[config.mk]
export PLATFORM = sky130hd
export DESIGN_NAME = text_cursor_writer_flat
export DESIGN_NICKNAME = d
export VERILOG_FILES = /design/src/rtl/text_cursor_writer_pkg.sv /design/src/rtl/text_cursor_writer_if.sv /design/src/rtl/text_cursor_writer_row_addr_gen.sv /design/src/rtl/text_cursor_writer.sv /design/src/flat_wrapper.sv
export SDC_FILE = /design/constraint.sdc
export NUM_CORES = 1
export LEC_CHECK = 0
export CAP_MARGIN = 20
export CORE_MARGIN = 3
export CORE_UTILIZATION = 62
export DETAILED_ROUTE_END_ITERATION = 10
export PLACE_DENSITY_LB_ADDON = 0.3
export SLEW_MARGIN = 30
export SYNTH_ARGS = -nofsm -noshare
export SYNTH_HDL_FRONTEND = slang
export SYNTH_HIERARCHICAL = 1
export SYNTH_SLANG_ARGS = --single-unit
[constraint.sdc]
create_clock -name clk -period 9 [get_ports clk]
set_clock_uncertainty 0.15 [all_clocks]
set_input_delay 1.8 -clock clk [delete_from_list [all_inputs] [get_ports clk]]
set_output_delay 1.8 -clock clk [all_outputs]
set_load 0.02 [all_outputs]
[src/rtl/text_cursor_writer_pkg.sv]
// Shared definitions for the text terminal engine: FSM encoding, control codes
// and the printable-range test used when decoding incoming bytes.
package text_pkg;

  typedef enum logic [1:0] {
    IDLE       = 2'd0,
    CLEAR_LINE = 2'd1,
    CLEAR_ALL  = 2'd2
  } state_e;

  // Plain-vector copies of the enum so legacy code can hold state in logic [1:0]
  localparam logic [1:0] ST_IDLE       = IDLE;
  localparam logic [1:0] ST_CLEAR_LINE = CLEAR_LINE;
  localparam logic [1:0] ST_CLEAR_ALL  = CLEAR_ALL;

  localparam logic [7:0] CC_BS = 8'h08;
  localparam logic [7:0] CC_LF = 8'h0A;
  localparam logic [7:0] CC_FF = 8'h0C;
  localparam logic [7:0] CC_CR = 8'h0D;

  function automatic logic is_printable(input logic [7:0] b);
    return (b >= 8'h20) && (b <= 8'h7E);
  endfunction

endpackage

[src/rtl/text_cursor_writer_if.sv]
// Byte-stream input and character-RAM write port of the terminal engine.
// The engine uses the master view; the FIFO/RAM side uses the slave view.
interface text_cursor_writer_if #(
  parameter int ADDR_W = 12
) ();
  logic              in_valid;
  logic [7:0]        in_data;
  logic              in_ready;
  logic              wr_en;
  logic [ADDR_W-1:0] wr_addr;
  logic [7:0]        wr_data;

  modport master (
    input  in_valid, in_data,
    output in_ready, wr_en, wr_addr, wr_data
  );

  modport slave (
    output in_valid, in_data,
    input  in_ready, wr_en, wr_addr, wr_data
  );
endinterface

[src/rtl/text_cursor_writer_row_addr_gen.sv]
// Maps a logical row (relative to the scrolled top row) to a physical row and
// linear character-RAM address; also used by the VGA scanout.
module row_addr_gen #(
  parameter int COLS   = 80,
  parameter int ROWS   = 30,
  parameter int ADDR_W = $clog2(COLS*ROWS),
  parameter int ROW_W  = $clog2(ROWS),
  parameter int COL_W  = $clog2(COLS)
) (
  input  logic [ROW_W-1:0]  top_row,
  input  logic [ROW_W-1:0]  cur_row,
  input  logic [COL_W-1:0]  col,
  output logic [ROW_W-1:0]  phys_row,
  output logic [ADDR_W-1:0] addr
);

  localparam logic [ROW_W:0] ROWS_X = (ROW_W+1)'(ROWS);

  logic [ROW_W:0] sum;

  // Both operands are < ROWS, so a single conditional subtract is a full modulo
  always_comb begin
    sum      = {1'b0, top_row} + {1'b0, cur_row};
    phys_row = (sum >= ROWS_X) ? ROW_W'(sum - ROWS_X) : sum[ROW_W-1:0];
    addr     = ADDR_W'(phys_row) * ADDR_W'(COLS) + ADDR_W'(col);
  end

endmodule

[src/rtl/text_cursor_writer.sv]
// Terminal engine: consumes bytes from the UART FIFO, places glyphs at a cursor
// in the VGA character RAM, and scrolls via a circular top-row offset.
module text_cursor_writer
  import text_pkg::*;
#(
  parameter int         COLS         = 80,
  parameter int         ROWS         = 30,
  parameter bit         AUTO_CR      = 1'b1,
  parameter bit         CLEAR_ON_RST = 1'b1,
  parameter logic [7:0] BLANK        = 8'h20,
  parameter int         ADDR_W       = $clog2(COLS*ROWS)
) (
  input  logic                      clk,
  input  logic                      rst_n,
  text_cursor_writer_if.master      bus,
  output logic [$clog2(ROWS)-1:0]   top_row,
  output logic [$clog2(COLS)-1:0]   cur_col,
  output logic [$clog2(ROWS)-1:0]   cur_row,
  output logic                      busy
);

  localparam int ROW_W = $clog2(ROWS);
  localparam int COL_W = $clog2(COLS);

  localparam logic [ROW_W-1:0]  ROW_LAST  = ROW_W'(ROWS-1);
  localparam logic [COL_W-1:0]  COL_LAST  = COL_W'(COLS-1);
  localparam logic [ADDR_W-1:0] CELL_LAST = ADDR_W'(COLS*ROWS-1);
  localparam logic [ADDR_W-1:0] LINE_SPAN = ADDR_W'(COLS-1);

  logic [1:0]        state_q,    state_d;
  logic [ROW_W-1:0]  top_q,      top_d;
  logic [ROW_W-1:0]  row_q,      row_d;
  logic [COL_W-1:0]  col_q,      col_d;
  logic [ADDR_W-1:0] clr_addr_q, clr_addr_d;
  logic [ADDR_W-1:0] clr_last_q, clr_last_d;
  logic              in_ready_q, in_ready_d;
  logic              wr_en_q,    wr_en_d;
  logic [ADDR_W-1:0] wr_addr_q,  wr_addr_d;
  logic [7:0]        wr_data_q,  wr_data_d;
  logic              busy_q,     busy_d;

  logic              accept;
  logic              newline;
  logic [ADDR_W-1:0] cur_addr;
  logic [ADDR_W-1:0] top_base;
  logic [ROW_W-1:0]  unused_cur_phys;
  logic [ROW_W-1:0]  unused_top_phys;

  // Cursor cell address
  row_addr_gen #(.COLS(COLS), .ROWS(ROWS), .ADDR_W(ADDR_W)) u_cur_addr (
    .top_row  (top_q),
    .cur_row  (row_q),
    .col      (col_q),
    .phys_row (unused_cur_phys),
    .addr     (cur_addr)
  );

  // Start of the current top physical row: the line that a scroll exposes at the bottom
  row_addr_gen #(.COLS(COLS), .ROWS(ROWS), .ADDR_W(ADDR_W)) u_top_addr (
    .top_row  (top_q),
    .cur_row  ('0),
    .col      ('0),
    .phys_row (unused_top_phys),
    .addr     (top_base)
  );

  assign accept = bus.in_valid && in_ready_q;

  always_comb begin
    state_d    = state_q;
    top_d      = top_q;
    row_d      = row_q;
    col_d      = col_q;
    clr_addr_d = clr_addr_q;
    clr_last_d = clr_last_q;
    wr_en_d    = 1'b0;
    wr_addr_d  = wr_addr_q;
    wr_data_d  = wr_data_q;
    busy_d     = 1'b0;
    newline    = 1'b0;

    case (state_q)
      ST_IDLE: begin
        if (accept) begin
          if (is_printable(bus.in_data)) begin
            wr_en_d   = 1'b1;
            wr_addr_d = cur_addr;
            wr_data_d = bus.in_data;
            if (col_q != COL_LAST) begin
              col_d = col_q + 1'b1;
            end else begin
              col_d   = '0;
              newline = 1'b1;
            end
          end else begin
            case (bus.in_data)
              CC_CR: col_d = '0;
              CC_LF: begin
                newline = 1'b1;
                if (AUTO_CR) col_d = '0;
              end
              CC_BS: begin
                // At column 0 backspace is a no-op: it never backs up a row
                if (col_q != '0) begin
                  col_d     = col_q - 1'b1;
                  wr_en_d   = 1'b1;
                  wr_addr_d = cur_addr - 1'b1;
                  wr_data_d = BLANK;
                end
              end
              CC_FF: begin
                state_d    = ST_CLEAR_ALL;
                clr_addr_d = '0;
                clr_last_d = CELL_LAST;
              end
              default: ;
            endcase
          end

          // A wrapping glyph write and the scroll it triggers share one decision,
          // so the line clear follows the glyph write with no idle cycle.
          if (newline) begin
            if (row_q != ROW_LAST) begin
              row_d = row_q + 1'b1;
            end else begin
              top_d      = (top_q == ROW_LAST) ? '0 : top_q + 1'b1;
              state_d    = ST_CLEAR_LINE;
              clr_addr_d = top_base;
              clr_last_d = top_base + LINE_SPAN;
            end
          end
        end
      end

      ST_CLEAR_LINE, ST_CLEAR_ALL: begin
        wr_en_d    = 1'b1;
        wr_addr_d  = clr_addr_q;
        wr_data_d  = BLANK;
        busy_d     = 1'b1;
        clr_addr_d = clr_addr_q + 1'b1;
        if (clr_addr_q == clr_last_q) begin
          state_d = ST_IDLE;
          if (state_q == ST_CLEAR_ALL) begin
            top_d = '0;
            row_d = '0;
            col_d = '0;
          end
        end
      end

      default: state_d = ST_IDLE;
    endcase

    // Any pending write (glyph or clear) holds off the next byte for a cycle
    in_ready_d = (state_d == ST_IDLE) && !wr_en_d;
  end

  always_ff @(posedge clk) begin
    if (!rst_n) begin
      state_q    <= CLEAR_ON_RST ? ST_CLEAR_ALL : ST_IDLE;
      top_q      <= '0;
      row_q      <= '0;
      col_q      <= '0;
      clr_addr_q <= '0;
      clr_last_q <= CELL_LAST;
      in_ready_q <= 1'b0;
      wr_en_q    <= 1'b0;
      wr_addr_q  <= '0;
      wr_data_q  <= '0;
      busy_q     <= 1'b0;
    end else begin
      state_q    <= state_d;
      top_q      <= top_d;
      row_q      <= row_d;
      col_q      <= col_d;
      clr_addr_q <= clr_addr_d;
      clr_last_q <= clr_last_d;
      in_ready_q <= in_ready_d;
      wr_en_q    <= wr_en_d;
      wr_addr_q  <= wr_addr_d;
      wr_data_q  <= wr_data_d;
      busy_q     <= busy_d;
    end
  end

  assign bus.in_ready = in_ready_q;
  assign bus.wr_en    = wr_en_q;
  assign bus.wr_addr  = wr_addr_q;
  assign bus.wr_data  = wr_data_q;
  assign top_row      = top_q;
  assign cur_col      = col_q;
  assign cur_row      = row_q;
  assign busy         = busy_q;

endmodule
[src/flat_wrapper.sv]
// flat-port wrapper written by rule: the top's interface ports become plain ports
module text_cursor_writer_flat import text_pkg::*;
#(
  parameter int         COLS         = 80,
  parameter int         ROWS         = 30,
  parameter bit         AUTO_CR      = 1'b1,
  parameter bit         CLEAR_ON_RST = 1'b1,
  parameter logic [7:0] BLANK        = 8'h20,
  parameter int         ADDR_W       = $clog2(COLS*ROWS)
)
  (clk, rst_n, top_row, cur_col, cur_row, busy, bus_in_valid, bus_in_data, bus_in_ready, bus_wr_en, bus_wr_addr, bus_wr_data);
  text_cursor_writer_if #(.ADDR_W(ADDR_W)) bus_i ();
  input  logic clk;
  input  logic rst_n;
  output logic [$clog2(ROWS)-1:0] top_row;
  output logic [$clog2(COLS)-1:0] cur_col;
  output logic [$clog2(ROWS)-1:0] cur_row;
  output logic busy;
  input wire logic [$bits(bus_i.in_valid)-1:0] bus_in_valid;
  input wire logic [$bits(bus_i.in_data)-1:0] bus_in_data;
  output wire logic [$bits(bus_i.in_ready)-1:0] bus_in_ready;
  output wire logic [$bits(bus_i.wr_en)-1:0] bus_wr_en;
  output wire logic [$bits(bus_i.wr_addr)-1:0] bus_wr_addr;
  output wire logic [$bits(bus_i.wr_data)-1:0] bus_wr_data;
  assign bus_i.in_valid = bus_in_valid;
  assign bus_i.in_data = bus_in_data;
  assign bus_in_ready = bus_i.in_ready;
  assign bus_wr_en = bus_i.wr_en;
  assign bus_wr_addr = bus_i.wr_addr;
  assign bus_wr_data = bus_i.wr_data;
  text_cursor_writer #(.COLS(COLS), .ROWS(ROWS), .AUTO_CR(AUTO_CR), .CLEAR_ON_RST(CLEAR_ON_RST), .BLANK(BLANK), .ADDR_W(ADDR_W)) u_core (.clk(clk), .rst_n(rst_n), .bus(bus_i), .top_row(top_row), .cur_col(cur_col), .cur_row(cur_row), .busy(busy));
endmodule
# Yosys cells after proc, flatten, opt, wreduce, memory -nomap -nowiden
# Cells that the tools add are included.
# op_classes
n_lt_le_gt_ge	4
eq_ne	20
n_reduce_logical	16
n_addsub	11
n_mux	59
mul	2
# ops
op	count
two-way mux 12 bit	13
two-way mux 5 bit	11
one-hot mux 12 bit (2 select lines)	2
two-way mux 7 bit	6
== test 8 x 4 -> 1 bit (second input constant)	4
two-way mux 8 bit	4
one-hot mux 7 bit (2 select lines)	2
one-hot mux 5 bit (2 select lines)	2
AND reduction 6 bit	3
multiplier 5 x 3 -> 8 bit (second input constant)	2
one-hot mux 8 bit (2 select lines)	1
adder 12 x 1 -> 12 bit (second input constant)	1
adder 12 x 7 -> 12 bit	1
adder 12 x 7 -> 12 bit (second input constant)	1
== test 12 bit	1
two-way mux 2 bit	6
subtractor 12 x 1 -> 12 bit (second input constant)	1
adder 5 x 1 -> 5 bit (second input constant)	2
two-way mux 1 bit	10
!= test 2 x 1 -> 1 bit (second input constant)	5
subtractor 5 bit (second input constant)	2
greater-or-equal comparator 8 x 6 -> 1 bit (second input constant)	1
less-or-equal comparator 8 x 7 -> 1 bit (second input constant)	1
adder 7 x 1 -> 7 bit (second input constant)	1
other kinds (24)	29
# word_totals
ff_bits	66
word_cells	123
output_inout_bits	40
in_bits	11

# Logic depth before layout (Yosys ltp)
# depth
depth_word	11
ltp_mapped	24
ltp_nobuf	24

# By module
# Netlist, hierarchy kept.
# modules_own_cells
mod	seq_area_each_um2	area_each_um2	instances	cells_per_inst
text_cursor_writer	1321.3	4211.5	1	523
row_addr_gen	0.0	793.3	2	95

# Least setup slack after synthesis
# No wires, ideal clock.
# synth_path
kind	reg2reg
startpoint	reg u_core.top_q[0] (netlist: u_core/top_row[0])
endpoint	reg u_core.wr_addr_q[11] (netlist: u_core/bus.wr_addr[11])
setup_ns	0.133
t_required_ns	8.717
arrival_time_ns	4.487
period_less_slack_ns	4.769
n_path_buf	0
path_stages_with_launch	22
setup_slack_ns	4.231
path_cell_list	dfxtp_1 > ha_1 > inv_1 > fa_1 > nand2b_1 > a21oi_2 > nor4b_4 > o31ai_4 > a22oi_4 > inv_2 > xnor2_1 > ha_1 > fa_1 > nand2_1 > nor2_1 > mux2i_1 > o211ai_1 > a311oi_2 > xnor2_1 > nor3_1 > xnor2_1 > o221ai_1
# synth_via
elab_chain_cells	11
elab_cells_between_ends	12
cone_classes	4 x add/sub; 1 x mul; 1 x order compare; 6 x mux
# synth_lines
element	line	source
from (decl)	text_cursor_writer.sv:31	logic [ROW_W-1:0] top_q, top_d;
from (signal assigned)	text_cursor_writer.sv:173	top_q <= top_d;
adder 5 x 5 -> 6 bit *	text_cursor_writer_row_addr_gen.sv:23	sum = {1'b0, top_row} + {1'b0, cur_row};
subtractor 5 bit / greater-or-equal comparator 6 x 5 -> 1 bit (equally long branches)	text_cursor_writer_row_addr_gen.sv:24	phys_row = (sum >= ROWS_X) ? ROW_W'(sum - ROWS_X) : sum[ROW_W-1:0];
two-way mux 5 bit *	text_cursor_writer_row_addr_gen.sv:24	
named net u_core.unused_cur_phys[3]	text_cursor_writer.sv:46	logic [ROW_W-1:0] unused_cur_phys;
multiplier 5 x 3 -> 8 bit *	text_cursor_writer_row_addr_gen.sv:25	addr = ADDR_W'(phys_row) * ADDR_W'(COLS) + ADDR_W'(col);
adder 12 x 7 -> 12 bit *	text_cursor_writer_row_addr_gen.sv:25	
named net u_core.cur_addr[10]	text_cursor_writer.sv:44	logic [ADDR_W-1:0] cur_addr;
subtractor 12 x 1 -> 12 bit *	text_cursor_writer.sv:107	wr_addr_d = cur_addr - 1'b1;
two-way mux 12 bit *	text_cursor_writer.sv:104	if (col_q != '0) begin
two-way mux 12 bit *	text_cursor_writer.sv:96	case (bus.in_data)
two-way mux 12 bit *	text_cursor_writer.sv:85	if (is_printable(bus.in_data)) begin
two-way mux 12 bit *	text_cursor_writer.sv:84	if (accept) begin
one-hot mux 12 bit (2 select lines) *	text_cursor_writer.sv:82	case (state_q)
to (signal assigned)	text_cursor_writer.sv:180	wr_addr_q <= wr_addr_d;
to (decl)	text_cursor_writer.sv:38	logic [ADDR_W-1:0] wr_addr_q, wr_addr_d;
# Mark *: on every way through the listed nets, which the timed path passes. The rest lies on a longest branch. The select of a mux whose other input is x is not followed.
# A chain may end at the register's enable or synchronous reset.

# Final worst setup path
# Same ends and word-level chain as after synthesis.

==> results.ini <==
[run_status]
status=finished clean

[sta]
max_clock_freq_mhz=192
post-route-period-util=0.579
slew_viol_final=0
finalCriticalPeriod_ns=5.21
setup_violations=0
maxSlewHeadroom=0.480
worst_slew_pin_slew_ns=0.780
hold_slack_ns=0.307
hold_violations=0
setup_tns_ns=0
rsz0062_at_grt=false

[cells_and_area]
final_nets=804
synthToLayoutAreaGrowth_pct=12.2
post-route-util=0.731
drive_gt1_frac=0.0876
diodes=0
design_area_um2=6500

[logic_synthesis]
ys_ff_latch=66
synth_top_cell_by_area=dfxtp_1
synth.most_common_cell=nand2_1
syn_inst=713
synth-edff-count=0
syn_area_um2=5800
synth_common_cells=nand2_1 (69), dfxtp_1 (66), nor2_1 (55)
ys_seq_area_frac=0.228
synth_warnings=6
synth.area.top_cells=dfxtp_1 (23%), ha_1 (8.4%), xnor2_1 (5.6%), nand2_1 (4.5%), a21oi_1 (4.0%)
synth_top_area_share=0.228
async_flop_share=0
synth_ff_type=dfxtp_1
synth_cell_types=87
postSynthAreaPerCell_um2=8.13

[worst_setup_path]
worstSetupPathType=reg -> reg
critical_path.max_fanout=8
crit_required_ns=9.07
crit_slowest_cell=fa_1
end_kind=flop
r2r_cells=22
reg2reg_slack_ns=3.79
r2r_start=u_core/top_row[0]
crit_chain=ha_1 > inv_1 > fa_1 > xor2_1 > inv_2 > ha_1 > o31ai_4 > a22oi_4 > inv_2 > xnor2_1 > ha_1 > fa_1 > nand2_1 > nor2_1 > nand2_1 > nand4_1 > o211ai_1 > a311oi_2 > xnor2_1 > nor3_1 > xnor2_1 > o221ai_1
cp_top_family=adder cells
cp_slowest_stage_delay_ns=0.53
crit_arrival_ns=5.28
worstSetupStartpointType=flop
r2r_end=u_core/bus.wr_addr[11]
path_buf_inv=3

[clocking]
cts_made_buffers=9
postCtsHoldBufs=0
path_clk_slew_ns=0.08
clk_latency_ns=0.36
cts_buffer_depth=2
htree_num_levels=3
post_cts_buffers=0
cts_tree=done
clkSinkCount=66
cts_resized=0
cts.root.buffer_cell=clkbuf_8

[placed_design]
placed_area_um2=6290
port_buffers=50
gp_congestion=0.919
dpl.hpwl_mm=11.6

[floorplan]
die_w_um=103
initial_utilization=0.652
io_pins=51
row_count=34
die_h_um=103
core-area_um2=8890
die_area_um2=10500

[grt]
grt_start_max_net_pins=37
grt_busiest_layer=met2
use_met2=0.493
grt_pass1_vias=5222
antenna_found_initial=0
grt_pass1_wl_mm=25.3
gr-usage-met1=0.403
grtUsageTotal=0.302
use_met3=0.0555
grt_overflow=0

[detailed_routing]
wl_per_cell_um=18.0
viasPerCell=6.44
drt_pass1_iterations=6
drc=0
vias=5547
ant_nets=0
drt-initial-drc-count=492
routed_wl_mm=15.5

[flow_run]
maxCapViolCount=0

[worst_hold_path]
holdPathEnd=u_core/bus.wr_data[2]
hold_path_depth=2
hold_path.startpoint=u_core/bus.wr_data[2]
hp-class=reg -> reg

[power]
ir_drop_uv=82.8
p_leak_uw=0.00262
power_density_nw_per_um2=126

## power by group
group	total, uW	switching, uW	internal (uW)
Clock	271	126	145
Sequential	319	14.3	305
Combinational	232	144	88.8
## flip-flops by register name (all words and copies together) (netlist names)
register             flops
u_core/clr_last_q       12
u_core/bus.in_ready      1
u_core/top_row           5
u_core/cur_row           5
u_core/state_q           2
u_core/bus.wr_en         1
u_core/busy              1
u_core/cur_col           7
u_core/bus.wr_data       8
u_core/bus.wr_addr      12
u_core/clr_addr_q       12
## per-stage QoR
step	total power, uW	std cells	setup WS, ns
floorplan	495	726	4.23
global placement	545	845	4.07
detailed placement	551	845	3.86
CTS	819	861	3.85
global route	862	861	3.42
finish	823	861	3.79
## layer usage
layer,vias up,wire [um]
li1,2668,-
met1,2632,6790
met2,212,7470
met3,35,947
met4,0,327
met5,-,0
## kinds of logic (layout without fill, tap and decap cells)
group,after synthesis,after routing,synth area share
adders and majority gates,47,47,0.108
xor gates and xnor gates,54,54,0.0842
and+or+nand+nor,272,272,0.256
DFF,66,66,0.228
buffers and inverters,74,101,0.0580
muxes,9,9,0.0173
other,1,14,0.000647
AOI/OAI and AO/OA,190,190,0.248
## worst max-delay path by stage
stage / end / cells after the start / startpoint
floorplan: u_core/bus.wr_addr[11] / 21 / u_core/top_row[0]
global placement: u_core/bus.wr_addr[11] / 21 / u_core/top_row[0]
detailed placement: u_core/bus.wr_addr[11] / 22 / u_core/top_row[0]
CTS: u_core/bus.wr_addr[11] / 22 / u_core/top_row[0]
global route: u_core/bus.wr_addr[11] / 21 / u_core/top_row[0]
finish: u_core/bus.wr_addr[11] / 22 / u_core/top_row[0]
## worst min-delay path: stages, from the launching register on
cell     delay [ns]
dfxtp_1        0.32
nand2_1        0.05
a21oi_1        0.05
## layout by cell type, fill, tap and decap left out, drive strengths merged, types with 12 or more instances in the layout
| master | n |
|---|---|
| inv | 33 |
| and3 | 12 |
| nand3 | 46 |
| o211ai | 17 |
| xor2 | 17 |
| clkdlybuf4s50 | 50 |
| nand2 | 69 |
| o21ai | 26 |
| a31oi | 13 |
| a21oi | 50 |
| nor2 | 57 |
| dfxtp | 66 |
| xnor2 | 37 |
| nand4 | 17 |
| conb | 14 |
| ha | 39 |
## final cells by class
class	instances	area, um2
Fill cell	679	2390
Multi-Input combinational cell	586	4190
Clock inverter	5	60.1
Sequential cell	66	1320
Timing Repair Buffer	54	531
Clock buffer	11	151
Tap cell	108	135
Inverter	31	116
(Power assumes the default switching activity.)
